[config.mk]
export PLATFORM = sky130hd
export DESIGN_NAME = seg7_scan_driver
export DESIGN_NICKNAME = d
export VERILOG_FILES = /design/src/rtl/seg7_pkg.sv /design/src/rtl/seg7_hex_decoder.sv /design/src/rtl/seg7_scan_driver.sv
export SDC_FILE = /design/constraint.sdc
export NUM_CORES = 1
export LEC_CHECK = 0
export ABC_AREA = 1
export BUFFER_PORTS_ARGS = -buffer_cell sky130_fd_sc_hd__buf_2
export CORE_MARGIN = 2
export CORE_UTILIZATION = 30
export CTS_CLUSTER_SIZE = 12
export DETAILED_ROUTE_END_ITERATION = 8
export HOLD_SLACK_MARGIN = 0.05
export MAX_ROUTING_LAYER = met4
export PLACE_DENSITY = 0.57
export SYNTH_ARGS = -nofsm -noshare
export SYNTH_HDL_FRONTEND = slang
export SYNTH_HIERARCHICAL = 1
export SYNTH_SLANG_ARGS = --single-unit
[constraint.sdc]
create_clock -name clk -period 5.29 [get_ports clk]
set_input_delay 1.058 -clock clk [delete_from_list [all_inputs] [get_ports clk]]
set_output_delay 1.058 -clock clk [all_outputs]
set_load 0.005 [all_outputs]
[src/rtl/seg7_pkg.sv]
// rtl/seg7_pkg.sv - shared types, constants and helpers for the seven-segment scan driver
package seg7_pkg;

    typedef logic [7:0] seg_t;
    typedef logic [7:0] sel_t;

    localparam seg_t SEG_BLANK = 8'hFF;
    localparam sel_t SEL_NONE  = 8'hFF;

    // Active-low {dp,g,f,e,d,c,b,a} patterns for hex digits 0..F
    localparam seg_t HEX_SEG [16] = '{
        8'hC0, 8'hF9, 8'hA4, 8'hB0, 8'h99, 8'h92, 8'h82, 8'hF8,
        8'h80, 8'h90, 8'h88, 8'h83, 8'hC6, 8'hA1, 8'h86, 8'h8E
    };

    // Index of the most significant nonzero nibble; 0 when the word is all zero
    function automatic logic [2:0] lead_digit(input logic [31:0] word);
        logic [2:0] r;
        r = 3'd0;
        for (int k = 1; k < 8; k++) begin
            if (word[4*k +: 4] != 4'h0) r = 3'(k);
        end
        return r;
    endfunction

endpackage

[src/rtl/seg7_hex_decoder.sv]
// rtl/seg7_hex_decoder.sv - combinational hex nibble to active-low segment pattern
module seg7_hex_decoder
    import seg7_pkg::*;
(
    input  logic [3:0] nibble,
    output logic [7:0] seg
);

    assign seg = HEX_SEG[nibble];

endmodule

[src/rtl/seg7_scan_driver.sv]
// rtl/seg7_scan_driver.sv - eight-digit multiplexed display driver; optional SEG7_LEADING_ZERO_BLANK_EN
module seg7_scan_driver
    import seg7_pkg::*;
#(
    parameter int SCAN_DIV = 50000
) (
    input  logic        clk,
    input  logic        rst,
    input  logic        i_valid,
    input  logic [31:0] i_data,
    output logic        o_ready,
    output logic [7:0]  o_seg,
    output logic [7:0]  o_sel
);

    localparam int             DW       = $clog2(SCAN_DIV);
    localparam logic [DW-1:0]  DIV_LAST = DW'(SCAN_DIV - 1);

    logic [DW-1:0] div_cnt;
    logic [2:0]    idx;
    logic [2:0]    idx_next;
    logic [31:0]   shadow;
    logic [31:0]   shadow_next;
    logic [31:0]   pend_data;
    logic          pend_valid;
    logic          tick;
    logic          boundary;
    logic          commit;
    logic          accept;
    logic [3:0]    nibble;
    seg_t          dec_seg;
    seg_t          seg_next;
    sel_t          sel_next;

    assign pend_valid  = !o_ready;
    assign tick        = (div_cnt == DIV_LAST);
    assign idx_next    = idx + 3'd1;
    assign boundary    = tick && (idx == 3'd7);
    assign commit      = boundary && pend_valid;
    assign accept      = i_valid && o_ready;

    // The digit shown after a boundary must come from the freshly committed word
    assign shadow_next = commit ? pend_data : shadow;
    assign nibble      = shadow_next[{idx_next, 2'b00} +: 4];

    seg7_hex_decoder u_hex_decoder (
        .nibble (nibble),
        .seg    (dec_seg)
    );

    always_comb begin
        seg_next = dec_seg;
        sel_next = ~(8'b1 << idx_next);
`ifdef SEG7_LEADING_ZERO_BLANK_EN
        if (idx_next > lead_digit(shadow_next)) begin
            seg_next = SEG_BLANK;
            sel_next = SEL_NONE;
        end
`endif
    end

    always_ff @(posedge clk) begin
        if (!rst) begin
            div_cnt   <= '0;
            idx       <= 3'd7;
            shadow    <= '0;
            pend_data <= '0;
            o_ready   <= 1'b1;
            o_seg     <= SEG_BLANK;
            o_sel     <= SEL_NONE;
        end else begin
            div_cnt <= tick ? '0 : div_cnt + 1'b1;
            shadow  <= shadow_next;
            if (tick) begin
                idx   <= idx_next;
                o_seg <= seg_next;
                o_sel <= sel_next;
            end
            // A commit and an accept never coincide: accept needs the slot already empty
            if (commit) begin
                o_ready <= 1'b1;
            end else if (accept) begin
                o_ready   <= 1'b0;
                pend_data <= i_data;
            end
        end
    end

endmodule

==> reports/metrics.yaml <==
clock_tree:
  cts_sinks: 100
  insertion_delay_ns: 0.35
  ctsRootBufferMaster: "clkbuf_16"
  cts_tree: "yes"
  cts_resized: 0
  postCtsSetupBuffers: 0
  clkTransAtPathRegs_ns: 0.07
  clockBufferDepth: 2
  ctsHoldBuffers: 0
  h-tree-depth: 3
  cts_buffers: 9
finish:
  areaGrowthSynthToFinish_pct: 13.77
  layout-drive-gt1-share_pct: 12.95
  mostFrequentLayoutCells: "nand2_1 (115), dfxtp_1 (100), nor2_1 (86), nand3_1 (73), buf_2 (51)"
  nNetsFinal: 685
  antenna_cells: 0
  fin_util_pct: 35.07
  layout_commonest_cell: "nand2_1"
synth:
  netlist_instances: 609
  yosys_warnings: 6
  synth-compound-area-share_pct: 11.49
  syn_nets: 658
  synth.distinct_cells: 31
  synthMuxAreaShare_pct: 0
  ys_seq_area_share_pct: 44.52
  synth_edf_count: 0
  syn_avg_cell_area_um2: 7.384
  async_reset_ff_share_pct: 0
  synthSimpleGateAreaFrac_pct: 32.25
  synth_top_family_by_area: "simple AND/OR/NAND/NOR gates"
  ys.flop_type: "dfxtp_1"
  syn_area_um2: 4497
  synth_adder_area_share_pct: 3.895
  synth_seq_cells: 100
  synthXorXnorAreaFrac_pct: 0.1948
floorplan:
  dieArea_um2: 15980
  core_area_um2: 14590
  fp.dieH_um: 126.4
  fp-row-count: 44
  chipWidth_um: 126.4
  start_util_pct: 30.82
  io_pins: 52
sta:
  setup_viol: 0
  hold_viol: 0
  period_share_pct: 76.52
  fin_setup_tns_ns: 0
  max_freq_mhz: 247.0
  slew_headroom_pct: 37.20
  fin_hold_ws_ns: 0.4649
  rsz0062_at_grt: "false"
  maxSlewViolCount: 0
  worst_pin_slew_ns: 0.9409
  skew_ns: 0.01298
  fin_crit_ns: 4.048
worst_setup_path:
  worstSetupPathType: "register to register"
  critPathLaunchType: "register"
  critical_path.endpoint_type: "register"
  ff2ff_path_depth: 14
  required_ns: 5.56
  cp.arrival_ns: 4.32
  critPathMaxFanout: 20
pwr:
  ir_worst_vdd_mv: 0.1605
  p_leak_nw: 2.137
  report.power.total_mw: 1.552
  p_per_area_nw_per_um2: 303.3
routing:
  drtPass1Iterations: 4
  drt.antenna.violating_nets: 0
  wire_per_inst_um: 12.56
  drt_iter0_markers: 234
  via_per_inst: 4.822
  routed_wl_mm: 10.36
  vias: 3978
  drc: 0
placement:
  numPortBuffers: 51
  gp_congestion: 0.8339
  hpwl_mm: 7.313
global_route:
  grt_overflow: 0
  antenna_found_initial: 0
  grt_first_pass_wirelength_mm: 17.66
  grt_util_all_layers_pct: 13.82
  grt_max_degree: 49
  first_global_vias: 3606
job:
  drv_cap: 0
outcome:
  outcome: "finished clean"
min_path:
  holdCritPathClass: "register to register"
  min_path_cells: 1
## sequential cells by signal (all words and copies together), names as in the netlist
name	flops
pend_data	32
shadow	32
div_cnt	16
o_seg	8
o_sel	8
idx	3
o_ready	1
## metal layers
layer / track usage, % / part of all wire [%]
met1: 19.54 / 53
met2: 19.38 / 41
met3: 3.374 / 4.7
met4: 4.266 / 0.44
met5: - / 0
## kinds of logic (layout without fill, tap and decap cells)
logic type / count (synthesis) / count (layout)
xor gates and xnor gates: 1 / 1
adders and majority gates: 14 / 14
and+or+nand+nor: 321 / 321
AOI/OAI and AO/OA: 99 / 99
other: 1 / 1
buffers and inverters: 73 / 105
DFF: 100 / 100
## synth_stat cells, types with 4 or more instances
cell type / count / share of area [%]
buf_6: 7 / 1.8
dfxtp_1: 100 / 45
o21ai_0: 46 / 5.1
nor2_1: 86 / 7.2
a21oi_1: 43 / 4.8
nand2_1: 115 / 9.6
o211ai_1: 4 / 0.67
nand3_1: 73 / 8.1
ha_1: 14 / 3.9
nand4_1: 34 / 4.7
inv_1: 27 / 2.3
buf_2: 5 / 0.56
inv_2: 4 / 0.33
clkinv_1: 4 / 0.33
clkbuf_1: 24 / 2.0
## power breakdown
group | switching, mW | internal (mW)
clock network | 0.304 | 0.389
logic | 0.0457 | 0.0263
registers | 0.0134 | 0.774
total | 0.363 | 1.19
## area by class of cell
class / instances / area (um2)
fillers: 1547 / 9473
repair buffers: 54 / 277.8
clock inverters: 6 / 81.33
clock buffers: 10 / 239.0
multi-input cells: 436 / 2155
inverters: 35 / 131.4
well taps: 184 / 230.2
flip-flops and latches: 100 / 2002
## per-stage QoR
| stage | area (um2) | instances | worst slack (ns) |
|---|---|---|---|
| detailed placement | 4796 | 809 | 1.274 |
| global route | 5116 | 825 | 0.8126 |
| floorplan | 4497 | 609 | 2.651 |
| CTS | 5116 | 825 | 1.247 |
| finish | 5116 | 825 | 1.242 |
| global placement | 4796 | 809 | 1.429 |
## worst max-delay path, cell delays in order (launching register included)
cell and delay, ns:
dfxtp_1 0.83, clkinv_1 0.73, ha_1 0.73, clkinv_1 0.35, nand3_1 0.19, nand2_1 0.07
nand2_1 0.06, nand2_1 0.15, inv_1 0.19, ha_1 0.28, nand2_1 0.08, nand3_1 0.09
nand2_1 0.07, nand2_1 0.05, nand3_1 0.10
## worst paths after layout
kind / startpoint / endpoint / slack (ns)
worst max-delay path: idx[0] / o_seg[3] / 1.24
worst min-delay path: div_cnt[0] / div_cnt[0] / 0.46
worst max register to register: idx[0] / o_seg[3] / 1.24
worst min register to register: div_cnt[0] / div_cnt[0] / 0.46
No activity file was read; power rests on OpenSTA's default activity.
